### config.mk
export PLATFORM = sky130hd
export DESIGN_NAME = mac_input_fifo_writer_flat
export DESIGN_NICKNAME = d
export VERILOG_FILES = /design/src/rtl/mac_input_fifo_writer_pkg.sv /design/src/rtl/mac_input_fifo_writer_if.sv /design/src/rtl/mac_input_fifo_writer_fifo.sv /design/src/rtl/mac_input_fifo_writer.sv /design/src/flat_wrapper.sv
export SDC_FILE = /design/constraint.sdc
export NUM_CORES = 1
export LEC_CHECK = 0
export CORE_UTILIZATION = 60
export DETAILED_ROUTE_END_ITERATION = 7
export GPL_TIMING_DRIVEN = 0
export PLACE_DENSITY = 0.85
export SLEW_MARGIN = 10
export SYNTH_ARGS = -nofsm -noshare
export SYNTH_HDL_FRONTEND = slang
export SYNTH_SLANG_ARGS = --single-unit
### constraint.sdc
create_clock -name clk -period 28 [get_ports clk]
set_input_delay 5.6 -clock clk [delete_from_list [all_inputs] [get_ports clk]]
set_output_delay 5.6 -clock clk [all_outputs]
set_load 0.05 [all_outputs]
### src/rtl/mac_input_fifo_writer_pkg.sv
// Shared types and defaults for the multiplier input path.
// Used by the input FIFO writer and the multiplier FSM.
package mac_input_fifo_writer_pkg;

   localparam int MULT_DATA_W = 32;
   localparam int MULT_NCOEF  = 8;

   typedef enum logic {LOAD_COEF = 1'b0, STREAM = 1'b1} ld_state_t;

endpackage

### src/rtl/mac_input_fifo_writer_if.sv
// Bus between the input pins / multiplier_fsm and the input FIFO writer.
// The writer uses the slave modport; its environment uses the master modport.
interface mac_input_fifo_writer_if
   import mac_input_fifo_writer_pkg::*;
#(
   parameter int DATA_W = MULT_DATA_W,
   parameter int NCOEF  = MULT_NCOEF
);

   logic                    PushIn;
   logic [DATA_W-1:0]       DataIn;
   logic                    PushCoef;
   logic [DATA_W-1:0]       CoefIn;
   logic                    StopIn;
   logic                    fifoPullOut;
   logic                    fifo_empty;
   logic [DATA_W-1:0]       fifo_dout;
   logic [NCOEF*DATA_W-1:0] coef_bank;
   logic                    coef_valid;
   logic                    ovf_err;
   logic                    unf_err;

   modport slave (
      input  PushIn, DataIn, PushCoef, CoefIn, fifoPullOut,
      output StopIn, fifo_empty, fifo_dout, coef_bank, coef_valid, ovf_err, unf_err
   );

   modport master (
      output PushIn, DataIn, PushCoef, CoefIn, fifoPullOut,
      input  StopIn, fifo_empty, fifo_dout, coef_bank, coef_valid, ovf_err, unf_err
   );

endinterface

### src/rtl/mac_input_fifo_writer_fifo.sv
// First-word-fall-through sample FIFO with sticky overflow/underflow flags.
// 'hold' masks the FIFO as empty to the consumer without touching its contents.
module mac_input_fifo_writer_fifo #(
   parameter int DATA_W = 32,
   parameter int DEPTH  = 16
) (
   input  logic                    clk,
   input  logic                    reset,
   input  logic                    push,
   input  logic [DATA_W-1:0]       din,
   input  logic                    pullReq,
   input  logic                    hold,
   output logic [DATA_W-1:0]       dout,
   output logic                    empty,
   output logic [$clog2(DEPTH):0]  nextCount,
   output logic                    ovfErr,
   output logic                    unfErr
);

   localparam int PTR_W = $clog2(DEPTH);
   localparam logic [PTR_W:0] FULL_CNT = (PTR_W+1)'(DEPTH);

   logic [DATA_W-1:0] mem [DEPTH];
   logic [PTR_W-1:0]  wrPtr;
   logic [PTR_W-1:0]  rdPtr;
   logic [PTR_W:0]    count;
   logic              full;
   logic              pop;
   logic              accept;

   assign empty  = (count == '0) | hold;
   assign full   = (count == FULL_CNT);
   assign pop    = pullReq & ~empty;
   // A pop frees the slot the same cycle, so a push into a full FIFO still lands.
   assign accept = push & (~full | pop);

   always_comb begin
      nextCount = count;
      if (accept && !pop) nextCount = count + (PTR_W+1)'(1);
      if (pop && !accept) nextCount = count - (PTR_W+1)'(1);
   end

   // Empty FIFO presents zero rather than stale storage.
   assign dout = (count == '0) ? '0 : mem[rdPtr];

   always_ff @(posedge clk or posedge reset) begin
      if (reset) begin
         wrPtr  <= '0;
         rdPtr  <= '0;
         count  <= '0;
         ovfErr <= 1'b0;
         unfErr <= 1'b0;
      end else begin
         if (accept) wrPtr <= wrPtr + PTR_W'(1);
         if (pop)    rdPtr <= rdPtr + PTR_W'(1);
         count <= nextCount;
         if (push && full && !pop) ovfErr <= 1'b1;
         if (pullReq && empty)     unfErr <= 1'b1;
      end
   end

   always_ff @(posedge clk) begin
      if (accept) mem[wrPtr] <= din;
   end

endmodule

### src/rtl/mac_input_fifo_writer.sv
// Producer side of the multiplier input FIFO: coefficient bank loader FSM,
// sample FIFO, almost-full backpressure and empty gating for multiplier_fsm.
module mac_input_fifo_writer
   import mac_input_fifo_writer_pkg::*;
#(
   parameter int DATA_W = MULT_DATA_W,
   parameter int DEPTH  = 16,
   parameter int NCOEF  = MULT_NCOEF,
   parameter int AF_LVL = 2
) (
   input  logic                 clk,
   input  logic                 reset,
   mac_input_fifo_writer_if.slave bus
);

   localparam int PTR_W  = $clog2(DEPTH);
   localparam int CIDX_W = $clog2(NCOEF);
   localparam logic [0:0]        ST_LOAD   = LOAD_COEF;
   localparam logic [0:0]        ST_STREAM = STREAM;
   localparam logic [CIDX_W-1:0] LAST_IDX  = CIDX_W'(NCOEF-1);
   localparam logic [PTR_W:0]    FULL_CNT  = (PTR_W+1)'(DEPTH);
   localparam logic [PTR_W:0]    AF_CNT    = (PTR_W+1)'(AF_LVL);

   logic [0:0]              state;
   logic [CIDX_W-1:0]       coefCnt;
   logic [CIDX_W-1:0]       wrIdx;
   logic [NCOEF*DATA_W-1:0] coefBank;
   logic                    coefValid;
   logic                    stopIn;
   logic [PTR_W:0]          nextCount;

   assign coefValid = (state == ST_STREAM);
   // A coefficient arriving while streaming restarts the set at index 0.
   assign wrIdx = coefValid ? '0 : coefCnt;

   always_ff @(posedge clk or posedge reset) begin
      if (reset) begin
         state   <= ST_LOAD;
         coefCnt <= '0;
      end else if (bus.PushCoef) begin
         if (state == ST_STREAM) begin
            state   <= ST_LOAD;
            coefCnt <= CIDX_W'(1);
         end else if (coefCnt == LAST_IDX) begin
            state   <= ST_STREAM;
            coefCnt <= '0;
         end else begin
            coefCnt <= coefCnt + CIDX_W'(1);
         end
      end
   end

   always_ff @(posedge clk or posedge reset) begin
      if (reset) begin
         coefBank <= '0;
      end else if (bus.PushCoef) begin
         for (int k = 0; k < NCOEF; k++) begin
            if (wrIdx == CIDX_W'(k)) coefBank[k*DATA_W +: DATA_W] <= bus.CoefIn;
         end
      end
   end

   // Registered from the post-update count; AF_LVL covers the source's one-cycle reaction.
   always_ff @(posedge clk or posedge reset) begin
      if (reset) stopIn <= 1'b0;
      else       stopIn <= ((FULL_CNT - nextCount) <= AF_CNT);
   end

   mac_input_fifo_writer_fifo #(
      .DATA_W (DATA_W),
      .DEPTH  (DEPTH)
   ) uFifo (
      .clk       (clk),
      .reset     (reset),
      .push      (bus.PushIn),
      .din       (bus.DataIn),
      .pullReq   (bus.fifoPullOut),
      .hold      (~coefValid),
      .dout      (bus.fifo_dout),
      .empty     (bus.fifo_empty),
      .nextCount (nextCount),
      .ovfErr    (bus.ovf_err),
      .unfErr    (bus.unf_err)
   );

   assign bus.StopIn     = stopIn;
   assign bus.coef_bank  = coefBank;
   assign bus.coef_valid = coefValid;

endmodule

### src/flat_wrapper.sv
// flat-port wrapper written by rule: the top's interface ports become plain ports
module mac_input_fifo_writer_flat import mac_input_fifo_writer_pkg::*;
#(
   parameter int DATA_W = MULT_DATA_W,
   parameter int DEPTH  = 16,
   parameter int NCOEF  = MULT_NCOEF,
   parameter int AF_LVL = 2
)
  (clk, reset, bus_PushIn, bus_DataIn, bus_PushCoef, bus_CoefIn, bus_fifoPullOut, bus_StopIn, bus_fifo_empty, bus_fifo_dout, bus_coef_bank, bus_coef_valid, bus_ovf_err, bus_unf_err);
  mac_input_fifo_writer_if #(.DATA_W(DATA_W), .NCOEF(NCOEF)) bus_i ();
  input  logic clk;
  input  logic reset;
  input wire logic [$bits(bus_i.PushIn)-1:0] bus_PushIn;
  input wire logic [$bits(bus_i.DataIn)-1:0] bus_DataIn;
  input wire logic [$bits(bus_i.PushCoef)-1:0] bus_PushCoef;
  input wire logic [$bits(bus_i.CoefIn)-1:0] bus_CoefIn;
  input wire logic [$bits(bus_i.fifoPullOut)-1:0] bus_fifoPullOut;
  output wire logic [$bits(bus_i.StopIn)-1:0] bus_StopIn;
  output wire logic [$bits(bus_i.fifo_empty)-1:0] bus_fifo_empty;
  output wire logic [$bits(bus_i.fifo_dout)-1:0] bus_fifo_dout;
  output wire logic [$bits(bus_i.coef_bank)-1:0] bus_coef_bank;
  output wire logic [$bits(bus_i.coef_valid)-1:0] bus_coef_valid;
  output wire logic [$bits(bus_i.ovf_err)-1:0] bus_ovf_err;
  output wire logic [$bits(bus_i.unf_err)-1:0] bus_unf_err;
  assign bus_i.PushIn = bus_PushIn;
  assign bus_i.DataIn = bus_DataIn;
  assign bus_i.PushCoef = bus_PushCoef;
  assign bus_i.CoefIn = bus_CoefIn;
  assign bus_i.fifoPullOut = bus_fifoPullOut;
  assign bus_StopIn = bus_i.StopIn;
  assign bus_fifo_empty = bus_i.fifo_empty;
  assign bus_fifo_dout = bus_i.fifo_dout;
  assign bus_coef_bank = bus_i.coef_bank;
  assign bus_coef_valid = bus_i.coef_valid;
  assign bus_ovf_err = bus_i.ovf_err;
  assign bus_unf_err = bus_i.unf_err;
  mac_input_fifo_writer #(.DATA_W(DATA_W), .DEPTH(DEPTH), .NCOEF(NCOEF), .AF_LVL(AF_LVL)) u_core (.clk(clk), .reset(reset), .bus(bus_i));
endmodule
Word-level counts from Yosys, hierarchy flattened
Memories as Yosys holds them, arrays and structs flattened. Index checks and enable logic that the tools add are counted.

Register bits after elaboration: 276. Output and inout bits: 293. Bits in writable memories: 512. Memories: 1. Input bits: 69.

Order comparisons: 1. Add/sub/neg operators: 6. Eq/ne operators: 9. Bitwise gates (word level): 7. Reductions and logical operators: 17. Multiplexer cells: 10.

Memory list: u_core.uFifo.mem (depth 16, width 32, rd ports 1, clocked after memory_dff 0, wr ports 1, RTL line mac_input_fifo_writer_fifo.sv:23) `logic [DATA_W-1:0] mem [DEPTH];`.

Operators with widths (count): $mux 32 (1); $reduce_and 2->1 (8); $eq 3x3->1 const B (5); $mux 5 (2); $mux 3 (3); $add 4x1->4 const B (2); $eq 3x2->1 const B (2); $add 5x1->5 const B (1); $eq 5x5->1 const B (1); $le 5x2->1 const B (1); $logic_and 1x1->1 (5); $logic_not 5->1 (1); $sub 5x1->5 const B (1); $sub 5x5->5 const A (1); $mux 1 (4); $add 3x1->3 const B (1); $eq 3x1->1 const B (1); $logic_not 3->1 (1); $not 1->1 (3); $and 1x1->1 (2); $logic_not 1->1 (2); $or 1x1->1 (2).

Longest topological paths before layout
Depth in word-level cells: 11. Depth in mapped cells: 14. Gate-level depth less buffers: 13.

Modules after synthesis
A second synthesis with hierarchy kept.

Cell total of the unflattened synthesis: 1464. Area, all modules: 30033.8 µm².

By module, submodules not included: mac_input_fifo_writer_fifo (instances 1, area an instance 20040.5 µm², seq. area each 15750.1 µm², cells an instance 879); mac_input_fifo_writer (instances 1, area an instance 9993.3 µm², seq. area each 6531.3 µm², cells an instance 585).

Least setup slack after synthesis
OpenSTA, ideal clock, no wires.

Path type: input to register. Start point: input bus_PushIn. End point: memory u_core.uFifo.mem[3][0], enable pin. Data required time: 27539 ps. Arrival time: 8770 ps. Cell stages on the path: 5. Setup slack: 18769 ps. Path through: clkbuf_1 > inv_1 > a31oi_1 > nand2_1 > nor3_1.

Cells in the longest elaborated chain, start to end: 3.

Ends and longest elaborated chain: start, declared (RTL line flat_wrapper.sv:13) `input wire logic [$bits(bus_i.PushIn)-1:0] bus_PushIn;`; $and 1x1->1 (RTL line mac_input_fifo_writer_fifo.sv:35) `assign accept = push & (~full | pop);`; $mux 1 (RTL line mac_input_fifo_writer_fifo.sv:63) `if (accept) mem[wrPtr] <= din;`; $mux 1 (implied by the code) (RTL line mac_input_fifo_writer_fifo.sv:63); end, declared (RTL line mac_input_fifo_writer_fifo.sv:23).

No other way between the ends.

Worst setup path in the final report
Start point: register u_core.uFifo.rdPtr[1]. End point: output bus_fifo_dout[5].

Cells in the longest elaborated chain, start to end: 2.

Ends and longest elaborated chain: start, declared (RTL line mac_input_fifo_writer_fifo.sv:25) `logic [PTR_W-1:0] rdPtr;`; start signal, assigned (RTL line mac_input_fifo_writer_fifo.sv:55) `if (pop) rdPtr <= rdPtr + PTR_W'(1);`; $mem_v2 16x32; $mux 32 (RTL line mac_input_fifo_writer_fifo.sv:44) `assign dout = (count == '0) ? '0 : mem[rdPtr];`; end, declared (RTL line flat_wrapper.sv:20) `output wire logic [$bits(bus_i.fifo_dout)-1:0] bus_fifo_dout;`.

No other way between the ends.

==> metrics.md <==
| Metric | Value |
|---|---|
| Share of cells above drive strength 1 | `31.2%` |
| Async SR Flop Fraction | `35.0%` |
| Post-DRT Antenna Nets | `0` |
| Drt via density | `6.38` |
| RSZ-0062 raised after global routing | `no` |
| R2R Setup Slk | `23860 ps` |
| Die Width | `226 µm` |
| Core area | `49300 µm²` |
| Vias in the first global route | `18.0k` |
| Hold Crit Class | `reg2reg` |
| Post-Synthesis Cells | `1443` |
| Worst Tran Pin Value | `1110 ps` |
| Die area | `51200 µm²` |
| Final instance area | `37700 µm²` |
| Share of total power in combinational logic | `45.6%` |
| Hold Fails Final Rpt | `0` |
| Worst path arrival time | `4260 ps` |
| Critical path fanouts, max | `10` |
| Kind of critical path | `reg2out` |
| I/O Buffers | `360` |
| Area delta synth->final | `24.9%` |
| Yosys cell types | `46` |
| Starting DRT DRC Count | `1850` |
| Root Buffer | `clkbuf_16` |
| Hpwl dp | `51.2 mm` |
| Worst Hold Path Cells | `1` |
| Total gr overflow | `0` |
| Sequential-to-total area share from yosys stat | `73.8%` |
| Worst path required time | `22400 ps` |
| DRC viols | `0` |
| Cell Area, Synth | `30200 µm²` |
| First-pass DRT Iterations | `5` |
| Power Density | `131 nW/µm²` |
| Rows | `81` |
| Clk sinks | `788` |
| Syn_area_per_cell | `20.9 µm²` |
| Post-cts hold buffer count | `0` |
| P_leak | `13.4 nW` |
| R2R cell count | `10` |
| FF-to-FF Start | `u_core.uFifo.count[0]` |
| Seq pwr share | `33.8%` |
| Total net switching power | `0.00200 W` |
| Slew HR | `25.9%` |
| First-pass GRT wire length | `119 mm` |
| Clock Power Share | `20.6%` |
| Worst Min Path Start | `u_core.uFifo.ovfErr` |
| CTS-repair resized insts | `0` |
| Synth Warn # | `0` |
| Hold path endpoint | `u_core.uFifo.ovfErr` |
| Net Count, Synth | `1524` |
| Post-CTS setup buffer count | `0` |
| Worst-Skew Late Latency | `640 ps` |
| Final worst path period need | `9860 ps` |
| Final Util | `76.6%` |
| Clk_skew | `40.2 ps` |
| Main area contributors after synthesis | `edfxtp_1 (51%), dfrtp_1 (23%), mux4_2 (12%), mux2_2 (9.6%), and2_1 (0.68%)` |
| Htree depth | `3` |
| Startpoint types | `flip-flop` |
| Post-DR wirelength/cell | `31.5 µm` |
| Max-cap violations | `0` |
| CTS Buf Count | `74` |
| Status | `finished clean` |
| Synth Register Bits | `788` |
| F_max | `101 MHz` |
| Crit path cell chain | `clkbuf_1 > clkbuf_1 > mux4_2 > mux4_2 > and2_1 > clkdlybuf4s50_1` |
| GRT Util Overall | `33.2%` |
| Post-synth top area share | `50.9%` |
| Initial antenna violation count | `7` |
| Final TNS setup | `0 ps` |
| Starting density of the core | `61.3%` |
| Max incr delay on CP | `830 ps` |
| Period utilization | `35.2%` |
| Max Transition Viols Final | `0` |
| Vias | `16.8k` |
| RR Endpoint | `u_core.uFifo.mem[0][7]` |
| CTS tree | `done` |
| Worst slack at placement | `18640 ps` |
| Crit end category | `output pin` |
| CTS Buffer Depth | `3` |
| Worst Setup Slack, final | `18140 ps` |
| Clock edge transition at the registers on the reported setup and hold paths | `60 ps` |
| Worst VDD drop | `0.0919 mV` |
| Total Power | `0.00493 W` |
| Final GP Congestion | `0.825` |
| Switch share | `40.5%` |
| Post-DP Area | `35300 µm²` |
| Die Ht | `226 µm` |
| Largest net degree at the start of global routing | `119` |
| Largest area contributor in the netlist | `edfxtp_1` |
| Num ports | `362` |
| Layout Nets | `1990` |
| Worst path slowest cell | `clkbuf_1` |
| Number of synthesized flops with an enable pin | `512` |
| Most used DFF post-synth | `edfxtp_1` |
| Final number of setup-violating endpoints | `0` |
| Fillers | `2551` |
| WL final | `83.1 mm` |
| Internal power | `0.00293 W` |
[sequential cells by signal (all words and copies together) (netlist names)]
name and flops:
u_core.bus.StopIn 1, u_core.uFifo.unfErr 1, u_core.bus.coef_valid 1, u_core.uFifo.ovfErr 1, u_core.uFifo.mem 512, u_core.bus.coef_bank 256, u_core.uFifo.wrPtr 4, u_core.coefCnt 3
u_core.uFifo.count 5, u_core.uFifo.rdPtr 4
[Yosys cell counts (3+ instances only)]
cell type  number
ha_1           12
and3_1          3
nor3_1         11
nand4_1         5
nor2_1         18
nand2b_1        3
clkbuf_1       30
nand3_1         3
o21ai_0         6
mux2_2        258
nand2_1        16
buf_4          10
inv_1          13
buf_2          18
buf_1          11
xnor2_1         7
and2_1         33
buf_6           4
dfrtp_1       276
a21oi_1         4
mux4_2        160
edfxtp_1      512
[final cells by class]
type                    instances  area (µm²)  share of cell area (%)
plain buffers                  74         370                   0.982
clock inverters                33         334                   0.886
well taps                     664         831                    2.20
clock buffers                 102        2100                    5.57
flip-flops and latches        788       22300                    59.1
inverters                      13        56.3                   0.149
repair buffers                390        4130                    10.9
diodes                          2        5.00                  0.0133
multi-input cells             568        7600                    20.2
[power by group through the flow]
stage               sequential, W  combinational [W]  clock, W
floorplan                 0.00231           0.000785         0
global placement          0.00166            0.00214         0
detailed placement        0.00167            0.00222         0
CTS                       0.00166            0.00225   0.00102
global route              0.00168            0.00232   0.00106
finish                    0.00166            0.00225   0.00101
[kinds of logic (layout without fill, tap and decap cells)]
kind of cell    after synthesis  after routing  share of synthesized area, %
fa+ha+maj                    12             12                         0.497
simple gates                108            108                          2.01
buf+inv                      87            612                          1.38
flops                       788            788                          73.8
xor+xnor                      8              8                         0.232
compound gates               22             22                         0.497
other cells                   0              2                             0
mux                         418            418                          21.6
[worst max path at each step]
stage | startpoint | to | slack, ps | depth (start not counted)
finish | u_core.uFifo.rdPtr[1] | bus_fifo_dout[5] | 18140 | 6
global route | u_core.uFifo.rdPtr[1] | bus_fifo_dout[5] | 18150 | 6
CTS | u_core.uFifo.rdPtr[1] | bus_fifo_dout[5] | 18180 | 6
detailed placement | bus_PushIn | u_core.uFifo.mem[0][9] | 18640 | 9
global placement | reset | u_core.bus.coef_bank[180] | 11880 | 2
floorplan | reset | u_core.bus.StopIn | 14790 | 1
[layer usage]
layer | vias up | global-route usage [%] | wire length [µm]
li1 | 6680 | - | -
met3 | 285 | 8.01 | 7910
met4 | 10 | 18.9 | 4440
met2 | 1175 | 56.2 | 42800
met1 | 8668 | 39.0 | 27900
met5 | - | 0 | 62
[layout by cell type (no fill, tap or decap), types with 4 or more instances in the layout]
| cell type | n |
|---|---|
| ha_1 | 12 |
| clkinv_2 | 11 |
| buf_4 | 15 |
| bufinv_16 | 5 |
| a21oi_1 | 4 |
| nor3_1 | 7 |
| buf_2 | 18 |
| nor2_4 | 12 |
| clkdlybuf4s50_1 | 360 |
| edfxtp_1 | 512 |
| nor3_2 | 4 |
| o21ai_0 | 6 |
| clkbuf_1 | 46 |
| inv_1 | 12 |
| nor2_1 | 6 |
| buf_16 | 11 |
| xnor2_1 | 7 |
| buf_6 | 15 |
| and2_1 | 33 |
| nand2_1 | 16 |
| buf_1 | 10 |
| clkinv_1 | 7 |
| nand4_1 | 5 |
| clkbuf_8 | 10 |
| clkbuf_16 | 76 |
| mux2_2 | 258 |
| dfrtp_1 | 276 |
| mux4_2 | 160 |
[metrics by stage]
step | hold WS [ps] | cells
global placement | 440 | 2467
floorplan | 527 | 1443
finish | 463 | 2634
global route | 498 | 2634
CTS | 469 | 2632
detailed placement | 459 | 2497
[worst max-delay path, delay by kind of cell (launching register included)]
family	cells	cell delay (ps)
DFF	1	440
muxes	2	970
buffers and inverters	3	2040
and+or+nand+nor	1	190
(Power assumes the default switching activity.)
